**src/rtl/alarm_output_driver.sv**
```systemverilog
// Buzzer tone/cadence generator with ring timeout and display blink enable.
// Optional snooze pause is built only when ALARM_SNOOZE_EN is defined.
module alarm_output_driver #(
  parameter int unsigned CLK_HZ      = 50_000_000,
  parameter int unsigned TONE_HZ     = 2_000,
  parameter int unsigned BEEP_ON_MS  = 250,
  parameter int unsigned BEEP_OFF_MS = 250,
  parameter int unsigned FLASH_HZ    = 2,
  parameter int unsigned TIMEOUT_S   = 60,
  parameter int unsigned SNOOZE_S    = 5
) (
  input  logic clk,
  input  logic reset,
  input  logic buzzer_on,
  input  logic display_flash,
  input  logic snooze,
  output logic buzzer,
  output logic display_on,
  output logic ringing
);

  function automatic int unsigned at_least_one(input int unsigned v);
    return (v == 0) ? 1 : v;
  endfunction

  function automatic int unsigned cnt_width(input int unsigned n);
    return (n > 1) ? $clog2(n) : 1;
  endfunction

  localparam int unsigned MsDiv     = at_least_one(CLK_HZ / 1000);
  localparam int unsigned ToneHalf  = at_least_one(CLK_HZ / (2 * TONE_HZ));
  localparam int unsigned FlashHalf = at_least_one(CLK_HZ / (2 * FLASH_HZ));
  localparam int unsigned BeepOn    = at_least_one(BEEP_ON_MS);
  localparam int unsigned BeepOff   = at_least_one(BEEP_OFF_MS);
  localparam int unsigned RingMs    = at_least_one(TIMEOUT_S * 1000);
  localparam int unsigned CadMax    = (BeepOn > BeepOff) ? BeepOn : BeepOff;

  localparam int unsigned MsW    = cnt_width(MsDiv);
  localparam int unsigned ToneW  = cnt_width(ToneHalf);
  localparam int unsigned FlashW = cnt_width(FlashHalf);
  localparam int unsigned CadW   = cnt_width(CadMax);
  localparam int unsigned RingW  = cnt_width(RingMs);

  localparam logic [2:0] StIdle   = 3'd0;
  localparam logic [2:0] StBeep   = 3'd1;
  localparam logic [2:0] StGap    = 3'd2;
  localparam logic [2:0] StMuted  = 3'd3;
`ifdef ALARM_SNOOZE_EN
  localparam logic [2:0] StSnooze = 3'd4;
  localparam int unsigned SnoozeMs = at_least_one(SNOOZE_S * 1000);
  localparam int unsigned SnzW     = cnt_width(SnoozeMs);
  logic [SnzW-1:0] snz_q, snz_d;
`else
  logic unused_snooze;
  assign unused_snooze = snooze ^ (SNOOZE_S == 0);
`endif

  logic [2:0]        state_q, state_d;
  logic [MsW-1:0]    ms_q, ms_d;
  logic [ToneW-1:0]  tone_q, tone_d;
  logic [CadW-1:0]   cad_q, cad_d;
  logic [RingW-1:0]  ring_q, ring_d;
  logic [FlashW-1:0] flash_q, flash_d;
  logic              buzzer_q, buzzer_d;
  logic              display_q, display_d;
  logic              ringing_q, ringing_d;
  logic              flash_prev_q;
  logic              active, ms_tick;

  // The ms prescaler only runs while a ring (or snooze) is in progress.
`ifdef ALARM_SNOOZE_EN
  assign active = (state_q == StBeep) || (state_q == StGap) || (state_q == StSnooze);
`else
  assign active = (state_q == StBeep) || (state_q == StGap);
`endif
  assign ms_tick = (ms_q == MsW'(MsDiv - 1));
  assign ms_d    = (active && !ms_tick) ? ms_q + MsW'(1) : '0;

  always_comb begin
    state_d  = state_q;
    tone_d   = tone_q;
    cad_d    = cad_q;
    ring_d   = ring_q;
    buzzer_d = buzzer_q;
`ifdef ALARM_SNOOZE_EN
    snz_d    = snz_q;
`endif
    if (!buzzer_on) begin
      state_d  = StIdle;
      tone_d   = '0;
      cad_d    = '0;
      ring_d   = '0;
      buzzer_d = 1'b0;
`ifdef ALARM_SNOOZE_EN
      snz_d    = '0;
`endif
    end else begin
      case (state_q)
        StIdle: begin
          state_d  = StBeep;
          buzzer_d = 1'b1;
          tone_d   = '0;
          cad_d    = '0;
          ring_d   = '0;
        end
        StBeep, StGap: begin
          if (ms_tick && (ring_q == RingW'(RingMs - 1))) begin
            state_d  = StMuted;
            buzzer_d = 1'b0;
            tone_d   = '0;
            cad_d    = '0;
          end
`ifdef ALARM_SNOOZE_EN
          else if (snooze) begin
            state_d  = StSnooze;
            buzzer_d = 1'b0;
            tone_d   = '0;
            cad_d    = '0;
            snz_d    = '0;
          end
`endif
          else begin
            if (ms_tick) ring_d = ring_q + RingW'(1);
            if (state_q == StBeep) begin
              if (ms_tick && (cad_q == CadW'(BeepOn - 1))) begin
                state_d  = StGap;
                buzzer_d = 1'b0;
                tone_d   = '0;
                cad_d    = '0;
              end else begin
                if (ms_tick) cad_d = cad_q + CadW'(1);
                if (tone_q == ToneW'(ToneHalf - 1)) begin
                  buzzer_d = ~buzzer_q;
                  tone_d   = '0;
                end else begin
                  tone_d = tone_q + ToneW'(1);
                end
              end
            end else if (ms_tick && (cad_q == CadW'(BeepOff - 1))) begin
              state_d  = StBeep;
              buzzer_d = 1'b1;
              tone_d   = '0;
              cad_d    = '0;
            end else if (ms_tick) begin
              cad_d = cad_q + CadW'(1);
            end
          end
        end
        StMuted: buzzer_d = 1'b0;
`ifdef ALARM_SNOOZE_EN
        StSnooze: begin
          if (snooze) begin
            snz_d = '0;
          end else if (ms_tick) begin
            if (snz_q == SnzW'(SnoozeMs - 1)) begin
              state_d  = StBeep;
              buzzer_d = 1'b1;
              tone_d   = '0;
              cad_d    = '0;
              snz_d    = '0;
            end else begin
              snz_d = snz_q + SnzW'(1);
            end
          end
        end
`endif
        default: begin
          state_d  = StIdle;
          buzzer_d = 1'b0;
        end
      endcase
    end
    ringing_d = (state_d == StBeep) || (state_d == StGap);
  end

  // Blink runs purely off display_flash; a fresh request always starts lit.
  always_comb begin
    display_d = display_q;
    flash_d   = flash_q;
    if (!display_flash || !flash_prev_q) begin
      display_d = 1'b1;
      flash_d   = '0;
    end else if (flash_q == FlashW'(FlashHalf - 1)) begin
      display_d = ~display_q;
      flash_d   = '0;
    end else begin
      flash_d = flash_q + FlashW'(1);
    end
  end

  always_ff @(posedge clk or posedge reset) begin
    if (reset) begin
      state_q      <= StIdle;
      ms_q         <= '0;
      tone_q       <= '0;
      cad_q        <= '0;
      ring_q       <= '0;
      flash_q      <= '0;
      buzzer_q     <= 1'b0;
      display_q    <= 1'b1;
      ringing_q    <= 1'b0;
      flash_prev_q <= 1'b0;
`ifdef ALARM_SNOOZE_EN
      snz_q        <= '0;
`endif
    end else begin
      state_q      <= state_d;
      ms_q         <= ms_d;
      tone_q       <= tone_d;
      cad_q        <= cad_d;
      ring_q       <= ring_d;
      flash_q      <= flash_d;
      buzzer_q     <= buzzer_d;
      display_q    <= display_d;
      ringing_q    <= ringing_d;
      flash_prev_q <= display_flash;
`ifdef ALARM_SNOOZE_EN
      snz_q        <= snz_d;
`endif
    end
  end

  assign buzzer     = buzzer_q;
  assign display_on = display_q;
  assign ringing    = ringing_q;

endmodule

```
**config.mk**
```make
export PLATFORM = sky130hd
export DESIGN_NAME = alarm_output_driver
export DESIGN_NICKNAME = d
export VERILOG_FILES = /design/src/rtl/alarm_output_driver.sv
export SDC_FILE = /design/constraint.sdc
export NUM_CORES = 1
export LEC_CHECK = 0
export BUFFER_PORTS_ARGS = -buffer_cell sky130_fd_sc_hd__buf_4
export CAP_MARGIN = 20
export CORE_ASPECT_RATIO = 1.25
export CORE_MARGIN = 5
export CORE_UTILIZATION = 44
export CTS_BUF_LIST = sky130_fd_sc_hd__clkbuf_8
export CTS_CLUSTER_SIZE = 14
export DETAILED_ROUTE_END_ITERATION = 8
export HOLD_SLACK_MARGIN = 0.15
export PLACE_DENSITY = 0.69
export SYNTH_ARGS = -nofsm -noshare
export SYNTH_HDL_FRONTEND = slang
export SYNTH_SLANG_ARGS = --single-unit
```
**constraint.sdc**
```tcl
create_clock -name clk -period 2.83 [get_ports clk]
set_input_delay 0.283 -clock clk [delete_from_list [all_inputs] [get_ports clk]]
set_output_delay 0.283 -clock clk [all_outputs]
set_load 0.1 [all_outputs]
```
==> run metrics, run 1 <==
Final Hold Viols 0; GP Congestion 0.8739; count of cell types in the netlist 64; status completed; Max-Cap Viols 0; peak supply drop 180.8 uV; detailed-router iteration count before antenna repair 5; Die ar. 0.01300 mm^2; H-tree Lvls 3; Synth Cell Area 0.004757 mm^2; IO Pins 8; Routed WL 9955 um; Worst Setup Start Kind flop; Std-Cell Rows 42; antenna cells 0; CTS tree yes; total global-route track usage 16.60%; setup bufs post-CTS 0; remaining antenna violation count 0; Mapped Nets 526; first-pass GRT wire length 17,660 um; clock power share 39.7%; CP Capture Type flop; Fmax achieved 412.1 MHz; Power Dens Cells 429.9 mW/mm^2; Pins Over Slew Limit 0; Net Sw Power 0.5494 mW; Synth area leaders dfrtp_1, nor2_1, xor2_1; top cell type's share of synthesized area 44.19%; Num CTS Buffers 9; Residual DRC 0; critical path class reg2reg; relative slew slack 53.12%; post-CTS sizing 0; Die H 126.3 um; number of synthesized flops with an enable pin 0; Starting Density 44.81%; leakage 2.078 nW; Mapped Cells 515; min Tclk post-route 2.427 ns; total clock sinks 85; initial antenna violation count 0; layout cells sized above 1 9.074%; IO Port Bufs 6; dominant cell type by area after synthesis dfrtp_1; Detail Placement HPWL 6952 um; setup TNS 0 ns; CP cell instances ha_1 -> and4_1 -> nand4_2 -> a21oi_2 -> o21ai_0 -> mux2_2; Comb pwr share 5.3%; #FFs+latches synth 85; Non-Filler Instances 661; min-delay worst type in2reg; cell family with most CP delay simple AND/OR/NAND/NOR gates; Clk Latency, worst-skew pair 0.37 ns; Critical Path RT 3.08 ns; sequential power share 55.0%; syn avg cell area 9.237 um^2; Internal Power 1.681 mW; final net count 535; area delta synth->final 9.074%; crit-path max FO 9; unrepaired setup endpoints after global routing no; final total power 2.231 mW; CTS root buffer clkbuf_8; clk_skew 0.01148 ns; # setup viols final 0; routed vias/inst 5.902; CP Buf/Inv Count 0; pin count of the biggest net entering global routing 60; DP Cell Count 643; number of global-route vias before repair 3,846; Reg clk slew, reported paths 0.09 ns; Async S/R FF share, synth 100.0%; Vias 3,901; switching share of power 24.63%; Iter 0 DRT Violations 305; Worst Path Arrival 2.68 ns; WL per Instance 15.06 um; worst slew pin tran 0.6979 ns; CTS hold repair buffers 2; fill count 983; CTS max path bufs 2; die width 103 um; slowest stage delay, CP 0.47 ns; dominant synthesized flop cell dfrtp_1; GRT Residual Overflow 0; Core Area 0.01062 mm^2; sequential area share after synthesis 44.74%; CP max-delay cell a21oi_2; Tcrit/Tclk final 85.75%; YS warnings 0
## power by group through the flow
stage	clock [mW]	combinational [mW]	sequential (mW)
2_1_floorplan	0	0.0731	1.26
3_3_place_gp	0	0.117	1.25
3_5_place_dp	0	0.118	1.25
4_1_cts	0.903	0.121	1.23
5_1_grt	0.950	0.134	1.23
6_report	0.885	0.118	1.23
## cell type report
class	instances	area (um^2)	share of cell area (%)
Clock buffer	10	137.6	2.653
Tap cell	132	165.2	3.183
Timing Repair Buffer	21	175.2	3.376
Sequential cell	85	2128	41.02
Multi-Input combinational cell	394	2470	47.60
Inverter	13	50.05	0.9646
Clock inverter	6	62.56	1.206
## cell usage in the layout (no fill, tap or decap), types with 3 or more instances in the layout
cell | netlist | routed
clkbuf_8 | 0 | 10
or4_1 | 10 | 10
nand2_1 | 40 | 40
and2_1 | 4 | 4
dfrtp_1 | 84 | 84
o2bb2ai_1 | 4 | 4
ha_1 | 6 | 6
nor3_1 | 18 | 18
a31oi_1 | 3 | 3
o31ai_1 | 17 | 17
a211oi_1 | 3 | 3
or3_1 | 4 | 4
xnor2_1 | 16 | 16
o21ai_0 | 10 | 10
xor2_1 | 21 | 21
a21oi_1 | 28 | 28
inv_1 | 13 | 14
nor2_1 | 58 | 58
and4_1 | 8 | 8
a21o_1 | 6 | 6
a22o_1 | 4 | 4
o21ai_1 | 5 | 5
nor4_1 | 9 | 9
nor4bb_1 | 4 | 4
nand2b_1 | 8 | 8
buf_4 | 0 | 18
nand3_1 | 30 | 30
a31o_2 | 3 | 3
and3_1 | 15 | 15
nand4_1 | 21 | 21
nor4b_1 | 3 | 3
## flip-flops by register name, summed over array words and instances, names as in the netlist
register / count
buzzer: 1
state_q: 3
cad_q: 8
ms_q: 16
flash_q: 24
flash_prev_q: 1
tone_q: 14
display_on: 1
ring_q: 16
ringing: 1
## logic make-up (layout without fill, tap and decap cells)
kind of cell | after synthesis | count (layout) | synth area share (%)
simple gates | 245 | 245 | 27.70
xor+xnor | 37 | 37 | 6.812
flops | 85 | 85 | 44.74
compound gates | 102 | 102 | 15.10
mux | 2 | 2 | 0.4471
fa+ha+maj | 7 | 7 | 1.788
other cells | 1 | 1 | 0.07883
buf+inv | 36 | 50 | 3.340
## per-stage QoR
step / hold slack [ns] / setup WS, ns / util (%) / instance area (um^2)
5_1_grt: 0.4319 / 0.2687 / 48.88 / 5189
6_report: 0.3997 / 0.4032 / 48.88 / 5189
3_5_place_dp: 0.3289 / 0.4146 / 46.81 / 4969
2_1_floorplan: 0.3144 / 0.3552 / - / 4757
3_3_place_gp: 0.3245 / 0.5150 / 46.81 / 4969
4_1_cts: 0.3850 / 0.4042 / 48.88 / 5189
## synthesized netlist by cell type, types with 2 or more instances
library cell	number
a21oi_1	28
nor4b_1	3
dfrtp_1	84
a211o_1	2
nor4_1	9
o2bb2ai_1	4
o21ai_0	10
or2_2	2
and2_1	4
nand4_1	21
a31o_2	3
inv_1	13
a22o_1	4
nor3b_1	2
nand3_1	30
clkbuf_1	9
o21ai_1	5
nor4bb_1	4
a21o_1	6
and3_1	15
nor3_1	18
nand2_1	40
and4bb_2	2
a211oi_1	3
ha_1	6
or4_1	10
xor2_1	21
nor2_1	58
o2111ai_1	2
xnor2_1	16
nand2b_1	8
buf_2	13
and4_1	8
o31ai_1	17
a31oi_1	3
or3_1	4
## worst paths after layout
kind                            cells past startpoint          from  slack, ns         end
worst max-delay path                                6     ring_q[0]       0.40   tone_q[0]
worst min-delay path                                3     buzzer_on       0.40  state_q[0]
worst max register to register                      6     ring_q[0]       0.40   tone_q[0]
worst min register to register                      1  flash_prev_q       0.43  display_on
max in group asynchronous                           4         reset       1.67  display_on
min in group asynchronous                           3         reset       0.47   ring_q[8]
## worst min-delay path: stages
cell,delay [ns]
buf_4,0.14
nand2b_1,0.23
a21oi_1,0.07
## metal layers
layer | up-vias | GRT usage (%) | share of wire (%)
li1 | 1905 | - | -
met1 | 1912 | 21.73 | 45
met2 | 67 | 26.63 | 49
met3 | 17 | 3.761 | 3.4
met4 | 0 | 6.098 | 1.7
met5 | - | 0 | 0
(Power assumes the default switching activity.)
==> run 2, diff against run 1 <==
Settings changed: CELL_PAD_IN_SITES_DETAIL_PLACEMENT set to 0, CELL_PAD_IN_SITES_GLOBAL_PLACEMENT set to 1, PLACE_DENSITY 0.69 to 0.82.
==> run 2 against run 1 <==
Setup slack got worse by 0.068 ns. Via count fell by 3.1%. Clock-buffer cell count did not move.
==> run metrics, run 2 (synthesis gave the netlist of run 1 again) <==
status completed; Worst Path Arrival 2.78 ns; final net count 533; worst slew pin tran 0.8815 ns; leakage 2.080 nW; total clock sinks 85; Net Sw Power 0.5668 mW; Die H 126.3 um; CTS hold repair buffers 2; layout cells sized above 1 9.108%; Most flops, register flash_q; Internal Power 1.779 mW; relative slew slack 41.16%; routed vias/inst 5.736; IO Pins 8; Comb pwr share 4.9%; Power Dens Cells 450.5 mW/mm^2; Die ar. 0.01300 mm^2; commonest non-fill, non-tap cell in the layout dfrtp_1; sequential power share 52.4%; switching share of power 24.17%; Worst Setup Start Kind flop; first-pass GRT wire length 17,800 um; CP Capture Type flop; die width 103 um; setup TNS 0 ns; crit-path max FO 8; unrepaired setup endpoints after global routing no; Num CTS Buffers 9; Starting Density 44.81%; Std-Cell Rows 42; Iter 0 DRT Violations 215; WL per Instance 15.43 um; Vias 3,780; area delta synth->final 9.442%; CTS root buffer clkbuf_8; final total power 2.345 mW; # setup viols final 0; GP Congestion 0.8164; IO Port Bufs 6; Critical Path RT 3.12 ns; Detail Placement HPWL 6980 um; antenna cells 0; clk_skew 0.01587 ns; min Tclk post-route 2.495 ns; Core Area 0.01062 mm^2; initial antenna violation count 0; Largest register FFs 24; Pins Over Slew Limit 0; reg-to-reg slack, setup 0.34 ns; Final Hold Viols 0; pin count of the biggest net entering global routing 49; final hold slack 0.3851 ns; final instance area 0.005206 mm^2; critical path class reg2reg; Residual DRC 0; CTS max path bufs 2; fill count 1,006; GRT Residual Overflow 0; Routed WL 10,170 um; post-CTS sizing 0; remaining antenna violation count 0; H-tree Lvls 3; setup bufs post-CTS 0; clock power share 42.6%; CTS tree yes; Fmax achieved 400.9 MHz; Tcrit/Tclk final 88.15%; Reg clk slew, reported paths 0.09 ns; DP Cell Count 641; Max-Cap Viols 0; Area after DPL 0.004954 mm^2; Clk Latency, worst-skew pair 0.37 ns; total global-route track usage 16.92%; number of global-route vias before repair 3,800; most frequent cells in the layout dfrtp_1, nor2_1, nand2_1; detailed-router iteration count before antenna repair 4; top flop regs flash_q (24), ms_q (16), ring_q (16); peak supply drop 326.3 uV; Non-Filler Instances 659; min-delay worst type in2reg
==> run 2: cell types whose count changed in the layout (fill, tap and decap cells not counted) <==
cell and delta:
buf_4 -2, inv_1 -2, bufinv_16 +1, clkinvlp_4 -1, clkinv_4 +2
==> run 2: final timing paths <==
path | start | end | cells after the start
worst max-delay path | ring_q[0] | cad_q[2] | 7
worst min-delay path | buzzer_on | state_q[0] | 3
worst max register to register | ring_q[0] | cad_q[2] | 7
worst min register to register | flash_prev_q | display_on | 1
max in group asynchronous | reset | display_on | 4
min in group asynchronous | reset | state_q[1] | 3
==> run 2: power groups by stage <==
stage | Sequential, mW | Combinational, mW | Clock [mW]
6_report | 1.23 | 0.116 | 1.00
5_1_grt | 1.23 | 0.130 | 1.07
4_1_cts | 1.23 | 0.119 | 1.03
3_5_place_dp | 1.25 | 0.117 | 0
3_3_place_gp | 1.25 | 0.115 | 0
2_1_floorplan | 1.26 | 0.0731 | 0
==> run 2: cell type report <==
type / count / area [um^2] / share of cell area (%)
sequential: 85 / 2128 / 40.88
inverter: 13 / 50.05 / 0.9613
timing repair buffer: 19 / 160.2 / 3.076
multi-input combinational: 394 / 2470 / 47.44
tap: 132 / 165.2 / 3.172
clock buffer: 10 / 137.6 / 2.644
clock inverter: 6 / 95.09 / 1.826
==> run 2: stage by stage <==
step	utilization [%]	setup WS [ns]
2_1_floorplan	-	0.3552
3_3_place_gp	46.66	0.3922
3_5_place_dp	46.66	0.3507
4_1_cts	49.05	0.3097
5_1_grt	49.05	0.1666
6_report	49.05	0.3354
==> run 2: metal layers <==
layer  part of all wire (%)  wire (um)  vias up  GRT usage (%)
met4                    1.1        110        0          5.945
li1                       -          -     1909              -
met1                     48       4868     1815          22.49
met5                      0          0        -              0
met2                     48       4870       46          27.09
met3                    3.2        321       10          3.540
==> run 2: worst max-delay path: stages (launching register included) <==
cell,delay (ns)
dfrtp_1,0.43
ha_1,0.26
and4_1,0.32
and4_1,0.26
o21ai_1,0.47
buf_4,0.25
nand3_1,0.22
o2bb2ai_1,0.21
